[src/rtl/uart_rx_pkg.sv]
// rtl/uart_rx_pkg.sv - shared types, defaults and helpers for the UART receiver
// Contents:
//   DATA_WIDTH_DEF / PRESCALE_W_DEF  default frame and prescale widths
//   PARITY_EVEN / PARITY_ODD         parity_type encoding (matches the TX parity unit)
//   rx_state_t                       receiver FSM states
//   majority3                        2-of-3 vote used on the mid-bit samples
package uart_rx_pkg;

  localparam int DATA_WIDTH_DEF = 8;
  localparam int PRESCALE_W_DEF = 6;

  localparam logic PARITY_EVEN = 1'b0;
  localparam logic PARITY_ODD  = 1'b1;

  typedef enum logic [2:0] {
    ST_IDLE   = 3'd0,
    ST_START  = 3'd1,
    ST_DATA   = 3'd2,
    ST_PARITY = 3'd3,
    ST_STOP   = 3'd4,
    ST_DONE   = 3'd5
  } rx_state_t;

  function automatic logic majority3(input logic a, input logic b, input logic c);
    return (a & b) | (a & c) | (b & c);
  endfunction

endpackage

[src/rtl/uart_rx_sampler.sv]
// rtl/uart_rx_sampler.sv - per-bit oversample counter with 3-sample majority vote
// Ports:
//   clk, rst     clock, asynchronous active-high reset
//   enable       counting enabled (receiver inside a frame); low holds edge_cnt at 0
//   rx           synchronized serial line
//   prescale     clocks per bit (8, 16 or 32), latched by the caller
//   sampled_bit  majority of the samples taken at P/2-1, P/2, P/2+1
//   bit_end      strobe on the last clock of the bit (edge_cnt == P-1)
module uart_rx_sampler
  import uart_rx_pkg::*;
#(
  parameter int PRESCALE_W = PRESCALE_W_DEF
) (
  input  logic                  clk,
  input  logic                  rst,
  input  logic                  enable,
  input  logic                  rx,
  input  logic [PRESCALE_W-1:0] prescale,
  output logic                  sampled_bit,
  output logic                  bit_end
);

  logic [PRESCALE_W-1:0] edge_cnt;
  logic [PRESCALE_W-1:0] half;
  logic [2:0]            samples;

  assign half = prescale >> 1;

  always_ff @(posedge clk or posedge rst) begin
    if (rst) begin
      edge_cnt <= '0;
      samples  <= 3'b111;
    end else if (!enable) begin
      edge_cnt <= '0;
    end else begin
      if (edge_cnt == prescale - 1'b1) begin
        edge_cnt <= '0;
      end else begin
        edge_cnt <= edge_cnt + 1'b1;
      end
      if (edge_cnt == half - 1'b1) samples[0] <= rx;
      if (edge_cnt == half)        samples[1] <= rx;
      if (edge_cnt == half + 1'b1) samples[2] <= rx;
    end
  end

  assign bit_end     = enable && (edge_cnt == prescale - 1'b1);
  assign sampled_bit = majority3(samples[0], samples[1], samples[2]);

endmodule

[src/rtl/uart_rx.sv]
// rtl/uart_rx.sv - oversampling UART receiver (start, LSB-first data, optional parity, stop)
// Ports:
//   CLK           oversampling clock (Prescale x baud)
//   RST           asynchronous active-high reset
//   RX_IN         serial line, idle high
//   parity_EN     frame carries a parity bit (latched at start detection)
//   parity_type   0 = even, 1 = odd (latched at start detection)
//   Prescale      clocks per bit: 8, 16 or 32 (latched at start detection)
//   P_DATA        last error-free received byte
//   data_valid    one-cycle pulse while P_DATA carries a fresh byte
//   parity_error  parity mismatch on the last frame, held until next start
//   stop_error    stop bit sampled low on the last frame, held until next start
module uart_rx
  import uart_rx_pkg::*;
#(
  parameter int DATA_WIDTH = DATA_WIDTH_DEF,
  parameter int PRESCALE_W = PRESCALE_W_DEF
) (
  input  logic                  CLK,
  input  logic                  RST,
  input  logic                  RX_IN,
  input  logic                  parity_EN,
  input  logic                  parity_type,
  input  logic [PRESCALE_W-1:0] Prescale,
  output logic [DATA_WIDTH-1:0] P_DATA,
  output logic                  data_valid,
  output logic                  parity_error,
  output logic                  stop_error
);

  localparam int BCW = (DATA_WIDTH > 1) ? $clog2(DATA_WIDTH) : 1;
  localparam logic [BCW-1:0] LAST_BIT = BCW'(DATA_WIDTH - 1);

  rx_state_t             state, next_state;
  logic                  rx_meta, rx_s;
  logic                  par_en_q, par_type_q;
  logic [PRESCALE_W-1:0] prescale_q;
  logic [BCW-1:0]        bit_cnt;
  logic [DATA_WIDTH-1:0] shift_reg;
  logic                  sampled_bit, bit_end;
  logic                  sampler_en, start_det, exp_parity;

  always_ff @(posedge CLK or posedge RST) begin
    if (RST) begin
      rx_meta <= 1'b1;
      rx_s    <= 1'b1;
    end else begin
      rx_meta <= RX_IN;
      rx_s    <= rx_meta;
    end
  end

  assign sampler_en = (state == ST_START) || (state == ST_DATA) ||
                      (state == ST_PARITY) || (state == ST_STOP);
  assign start_det  = (state == ST_IDLE) && !rx_s;

  uart_rx_sampler #(
    .PRESCALE_W (PRESCALE_W)
  ) u_sampler (
    .clk         (CLK),
    .rst         (RST),
    .enable      (sampler_en),
    .rx          (rx_s),
    .prescale    (prescale_q),
    .sampled_bit (sampled_bit),
    .bit_end     (bit_end)
  );

  // The data bits are complete in shift_reg by the time the parity bit ends.
  assign exp_parity = (par_type_q == PARITY_ODD) ? ~^shift_reg : ^shift_reg;

  always_ff @(posedge CLK or posedge RST) begin
    if (RST) begin
      state <= ST_IDLE;
    end else begin
      state <= next_state;
    end
  end

  always_comb begin
    next_state = state;
    case (state)
      ST_IDLE:   if (!rx_s) next_state = ST_START;
      // A start bit that votes high was a glitch: drop back without any outputs.
      ST_START:  if (bit_end) next_state = sampled_bit ? ST_IDLE : ST_DATA;
      ST_DATA:   if (bit_end && bit_cnt == LAST_BIT)
                   next_state = par_en_q ? ST_PARITY : ST_STOP;
      ST_PARITY: if (bit_end) next_state = ST_STOP;
      ST_STOP:   if (bit_end) next_state = ST_DONE;
      ST_DONE:   next_state = ST_IDLE;
      default:   next_state = ST_IDLE;
    endcase
  end

  always_ff @(posedge CLK or posedge RST) begin
    if (RST) begin
      par_en_q     <= 1'b0;
      par_type_q   <= PARITY_EVEN;
      prescale_q   <= '0;
      bit_cnt      <= '0;
      shift_reg    <= '0;
      P_DATA       <= '0;
      data_valid   <= 1'b0;
      parity_error <= 1'b0;
      stop_error   <= 1'b0;
    end else begin
      data_valid <= 1'b0;
      if (start_det) begin
        par_en_q     <= parity_EN;
        par_type_q   <= parity_type;
        prescale_q   <= Prescale;
        bit_cnt      <= '0;
        parity_error <= 1'b0;
        stop_error   <= 1'b0;
      end
      if (state == ST_DATA && bit_end) begin
        shift_reg <= {sampled_bit, shift_reg[DATA_WIDTH-1:1]};
        bit_cnt   <= (bit_cnt == LAST_BIT) ? '0 : bit_cnt + 1'b1;
      end
      if (state == ST_PARITY && bit_end && sampled_bit != exp_parity) begin
        parity_error <= 1'b1;
      end
      // Outputs are registered at the end of the stop bit so that data_valid
      // and the new P_DATA appear together during the DONE cycle.
      if (state == ST_STOP && bit_end) begin
        if (!sampled_bit) begin
          stop_error <= 1'b1;
        end else if (!parity_error) begin
          P_DATA     <= shift_reg;
          data_valid <= 1'b1;
        end
      end
    end
  end

endmodule
[config.mk]
export PLATFORM = sky130hd
export DESIGN_NAME = uart_rx
export DESIGN_NICKNAME = d
export VERILOG_FILES = /design/src/rtl/uart_rx_pkg.sv /design/src/rtl/uart_rx_sampler.sv /design/src/rtl/uart_rx.sv
export SDC_FILE = /design/constraint.sdc
export NUM_CORES = 1
export LEC_CHECK = 0
export ABC_CLOCK_PERIOD_IN_PS = 3100
export CAP_MARGIN = 20
export CELL_PAD_IN_SITES_DETAIL_PLACEMENT = 2
export CELL_PAD_IN_SITES_GLOBAL_PLACEMENT = 2
export CORE_ASPECT_RATIO = 0.8
export CORE_MARGIN = 2
export CORE_UTILIZATION = 38
export CTS_CLUSTER_SIZE = 10
export DETAILED_ROUTE_END_ITERATION = 10
export PLACE_DENSITY_LB_ADDON = 0.1
export SYNTH_ARGS = -nofsm -noshare
export SYNTH_HDL_FRONTEND = slang
export SYNTH_SLANG_ARGS = --single-unit
[constraint.sdc]
create_clock -name CLK -period 3.1 [get_ports CLK]
set_input_delay 0.62 -clock CLK [delete_from_list [all_inputs] [get_ports CLK]]
set_output_delay 0.62 -clock CLK [all_outputs]
set_load 0.05 [all_outputs]
Word level (Yosys, flattened, before mapping):

Cells that the tools add are included.

* register bits: 44
* bits of input ports: 11

* $add $sub $neg: 5
* eq/ne operators: 15
* multiplexer cells: 22
* bitwise logic cells: 6
* reduce and logical (&&, ||, !) cells: 21

Operator list (count)
* $mux 3: 9
* $eq 6x6->1: 3
* $pmux 3 s5: 1
* $mux 6: 2
* $ne 2x2->1 const B: 5
* $mux 1: 9
* $reduce_xnor 8->1: 1
* $reduce_xor 8->1: 1
* $logic_and 1x1->1: 7
* $add 5x1->6 const B: 1
* $add 6x1->6 const B: 1
* $eq 3x2->1 const B: 2
* $eq 3x3->1 const B: 2
* $eq 6x5->1: 1
* $reduce_and 2->1: 3
* $sub 5x1->6 const B: 1
* $sub 6x1->6 const B: 1
* $reduce_and 5->1: 1
* $reduce_bool 2->1: 2
* $add 3x1->3 const B: 1
* $and 1x1->1: 3
* $eq 3x1->1 const B: 1
* $logic_not 3->1: 1
* $logic_or 1x1->1: 3
* 6 further kinds: 7

Longest topological paths before layout:

* depth after elaboration: 8
* mapped depth: 10
* mapped depth without buffers: 7

Hierarchy:

A second synthesis with hierarchy kept.

* cell total of the unflattened synthesis: 235
* area, all modules: 2506.2 µm²

By module, submodules not included
* uart_rx: instances 1, cells each 133, area each 1581.5 µm², sequential area each 878.3 µm²
* uart_rx_sampler: instances 1, cells each 102, area each 924.6 µm², sequential area each 229.0 µm²

Worst setup path after synthesis:

No wires, ideal clock.

* kind: flip-flop to flip-flop
* start point: register prescale_q[1]
* end point: register P_DATA[0]
* setup time: 125 ps
* data arrival time: 2314 ps
* data required time: 2975 ps
* setup slack: 662 ps
* cell stages (with the launch flop): 10
* path buffers: 2
* period minus slack after synthesis: 2438 ps
* cell sequence: dfrtp_1 clkbuf_1 inv_1 ha_1 nor3b_2 nand3_1 a2111oi_2 and3_1 buf_2 mux2_2

* word-level cells in the longest chain between the ends: 5

RTL lines
* start: declaration: RTL line uart_rx.sv:37 `logic [PRESCALE_W-1:0] prescale_q;`
* start signal: assignment: RTL line uart_rx.sv:111 `prescale_q <= Prescale;`
* $sub 6x1->6: RTL line uart_rx_sampler.sv:47 `assign bit_end = enable && (edge_cnt == prescale - 1'b1);`
* $eq 6x6->1: RTL line uart_rx_sampler.sv:47
* $logic_and 1x1->1: RTL line uart_rx_sampler.sv:47
* $logic_and 1x1->1: RTL line uart_rx.sv:125 `if (state == ST_STOP && bit_end) begin`
* $reduce_and 3->1 (no line)
* end signal: assignment: RTL line uart_rx.sv:129 `P_DATA <= shift_reg;`
* end: declaration: RTL line uart_rx.sv:25 `output logic [DATA_WIDTH-1:0] P_DATA,`

No other way between the ends.
A chain may end at the register's enable or synchronous reset.

Final worst setup path:

* start point: register prescale_q[1]
* end point: register P_DATA[6]

The elaborated chain is that of the path after synthesis.

==> impl_metrics.csv <==
group,metric,value,unit
run_status,status,"finished, final reports clean",
critical_path,end_kind,"flop",
floorplanning,start_util,0.396,
timing,fmax,0.363,GHz
critical_path,cp.arrival,2.94,ns
finish,layout_common_cells,"dfrtp_1, nand2_1, clkdlybuf4s50_1",
critical_path,cp-start-kind,"flop",
logic_synthesis,synth_area_leaders,"dfrtp_1, xnor2_1, mux2_2",
timing,rsz0062_at_grt,"false",
finish,drive_gt1_frac,0.174,
clocking,cts_made_buffers,5,
hold_path,hold_path_class,"reg2reg",
detailed_routing,via_count,1788,
finish,areaGrowthSynthToFinish,13.2,%
clocking,clock_latency,0.29,ns
finish,nets,276,
finish,antenna_cells,0,
detailed_routing,firstDrtPassIters,2,
logic_synthesis,netlist_instances,241,
logic_synthesis,synth_area,2550,sq um
global_route,grt_overflow_total,0,
detailed_routing,drtIter0Drc,37,
critical_path,critPathBufInv,1,
placed_design,gp_congestion,0.849,
timing,setup_viol,0,
global_route,grt_use_total,0.180,
critical_path,r2r_cells,7,
global_route,antenna_found_initial,0,
critical_path,timing.rr.start,"prescale_q[1]$_DFFE_PP0P_",
timing,min_period_over_period,0.890,
timing,setup_tns,0,ns
clocking,path_clk_slew,0.08,ns
hold_path,hold_depth,0,
timing,slew_violations,0,
logic_synthesis,yosysTopAreaCellShare,0.383,
clocking,cts_setup_buffers,0,
power,leakage,1.30,nW
timing,finalCriticalPeriod,2.76,ns
floorplanning,rows,26,
power,total_power,2.47,mW
run,maxCapViolCount,0,
critical_path,reg2reg_setup_slack,0.34,ns
hold_path,holdPathEnd,"rx_s$_DFF_PP1_",
floorplanning,fp.dieW,95.6,microns
finish,multi_input_area,1310,sq um
floorplanning,die_y,77.3,microns
finish,regArea,1110,sq um
logic_synthesis,synth_flop_cell,"dfrtp_1",
power,powerDensity,857,nW/um^2
detailed_routing,wirelength,6080,microns
logic_synthesis,synth.avg_cell_area,10.6,sq um
floorplanning,io_pins,22,
global_route,grt_pass1_wl,10100,microns
critical_path,path_cells,"inv_1, ha_1, nor3b_2, nand3_1, a2111oi_2, and3_1, mux2_2",
timing,hold_violations,0,
floorplanning,die_area,7390,sq um
clocking,root_buffer,"clkbuf_8",
detailed_routing,routedWlPerCell,17.7,microns
logic_synthesis,synth_edf_count,0,
logic_synthesis,seq_area_frac_synth,0.434,
logic_synthesis,yosysWarnings,0,
critical_path,cp_max_fo,8,
timing,tightestPinTransition,0.712,ns
logic_synthesis,ys_ff_latch,44,
critical_path,cpLargestDelayFamily,"simple AND/OR/NAND/NOR gates",
clocking,cts.path.max_buffers,2,
logic_synthesis,yosys.area.top_type,"dfrtp_1",
timing,fin_skew,0.00417,ns
timing,slew_headroom,0.522,
hold_path,min_from,"rx_meta$_DFF_PP1_",
finish,fillers,700,
placed_design,io_buffers,21,
detailed_routing,routed_via_density,5.21,
logic_synthesis,synth_fp_nets,259,
clocking,cts_sinks,44,
clocking,cts_resized,0,
critical_path,crit_slowest_cell,"and3_1",
logic_synthesis,async_reset_ff_frac,1.00,
floorplanning,core_region_area,6440,sq um
critical_path,r2r_end,"P_DATA[6]$_DFFE_PP0P_",
global_route,grt_max_degree,27,
detailed_routing,drc,0,
clocking,cts_hold_buf,0,
critical_path,crit_required,3.28,ns
power,ir_drop,0.319,mV
critical_path,critPathKind,"reg2reg",
logic_synthesis,synth_cell_types,48,
clocking,cts_tree,"done",
detailed_routing,ant_nets,0,
clocking,htreeDepth,2,
global_route,grt_pass1_vias,1944,
finish,layout_commonest_cell,"dfrtp_1",
critical_path,critical-path-max-stage-delay,0.48,ns
placed_design,dp_hpwl,4520,microns
==> worst reg2reg max path, cell delays in order, from the launching register on <==
cell       delay (ns)
dfrtp_1          0.47
inv_1            0.18
ha_1             0.32
nor3b_2          0.24
nand3_1          0.14
a2111oi_2        0.42
and3_1           0.48
mux2_2           0.40
==> metal layers <==
metal / routed length, microns / track usage / vias to the layer above
li1: - / - / 857
met5: 0 / 0 / -
met4: 48 / 0.0343 / 0
met3: 152 / 0.0383 / 6
met1: 3210 / 0.277 / 905
met2: 2670 / 0.260 / 20
==> how the worst max path moves through the flow <==
stage	endpoint	slack, ns	cells past startpoint	from
final	P_DATA[6]$_DFFE_PP0P_	0.34	7	prescale_q[1]$_DFFE_PP0P_
after global routing	P_DATA[4]$_DFFE_PP0P_	0.15	7	prescale_q[1]$_DFFE_PP0P_
after detailed placement	P_DATA[6]$_DFFE_PP0P_	0.34	7	prescale_q[1]$_DFFE_PP0P_
after floorplan	P_DATA[0]$_DFFE_PP0P_	0.66	9	prescale_q[1]$_DFFE_PP0P_
after CTS	P_DATA[6]$_DFFE_PP0P_	0.33	7	prescale_q[1]$_DFFE_PP0P_
after global placement	P_DATA[2]$_DFFE_PP0P_	0.40	7	prescale_q[1]$_DFFE_PP0P_
==> cell families after synthesis <==
group           after synthesis  share of synthesized area
simple gates                 77                      0.157
flops                        44                      0.434
compound gates               33                     0.0981
xor+xnor                     32                      0.115
buf+inv                      26                     0.0554
mux                          21                      0.102
fa+ha+maj                     8                     0.0383
==> where the power goes <==
| part | switching (mW) | internal [mW] | total [mW] |
|---|---|---|---|
| Sequential | 0.256 | 0.711 | 0.967 |
| Combinational | 0.641 | 0.508 | 1.15 |
| Clock | 0.201 | 0.158 | 0.359 |
==> cell type report <==
type,instances,share of cell area
Multi-Input combinational cell,171,0.453
Sequential cell,44,0.384
Timing Repair Buffer,25,0.0832
Tap cell,84,0.0364
Clock buffer,6,0.0251
Inverter,11,0.0143
Clock inverter,2,0.00433
==> cell usage after synthesis, drive strengths merged, types with 2 or more instances <==
library cell  number
dfrtp             39
nand2             26
mux2              19
xnor2             18
nor2              13
xor2              13
o21ai             12
inv               11
buf               10
nand3              9
ha                 7
clkbuf             5
dfstp              5
nor4               5
nor2b              4
nor3               4
a21oi              3
and3               3
nand2b             3
nor3b              3
a2111oi            2
a211oi             2
and3b              2
mux2i              2
nand4              2
o32ai              2
or3b               2
==> through the flow <==
| step | utilization | cells | hold WS [ns] | setup slack, ns | cell area (sq um) |
|---|---|---|---|---|---|
| 3_3_place_gp | 0.435 | 335 | 0.346 | 0.398 | 2800 |
| 5_1_grt | 0.448 | 343 | 0.368 | 0.155 | 2890 |
| 6_report | 0.448 | 343 | 0.364 | 0.342 | 2890 |
| 4_1_cts | 0.448 | 343 | 0.366 | 0.327 | 2890 |
| 3_5_place_dp | 0.435 | 335 | 0.353 | 0.339 | 2800 |
| 2_1_floorplan | - | 241 | 0.345 | 0.662 | 2550 |
Power figures use the tool's default switching activity.
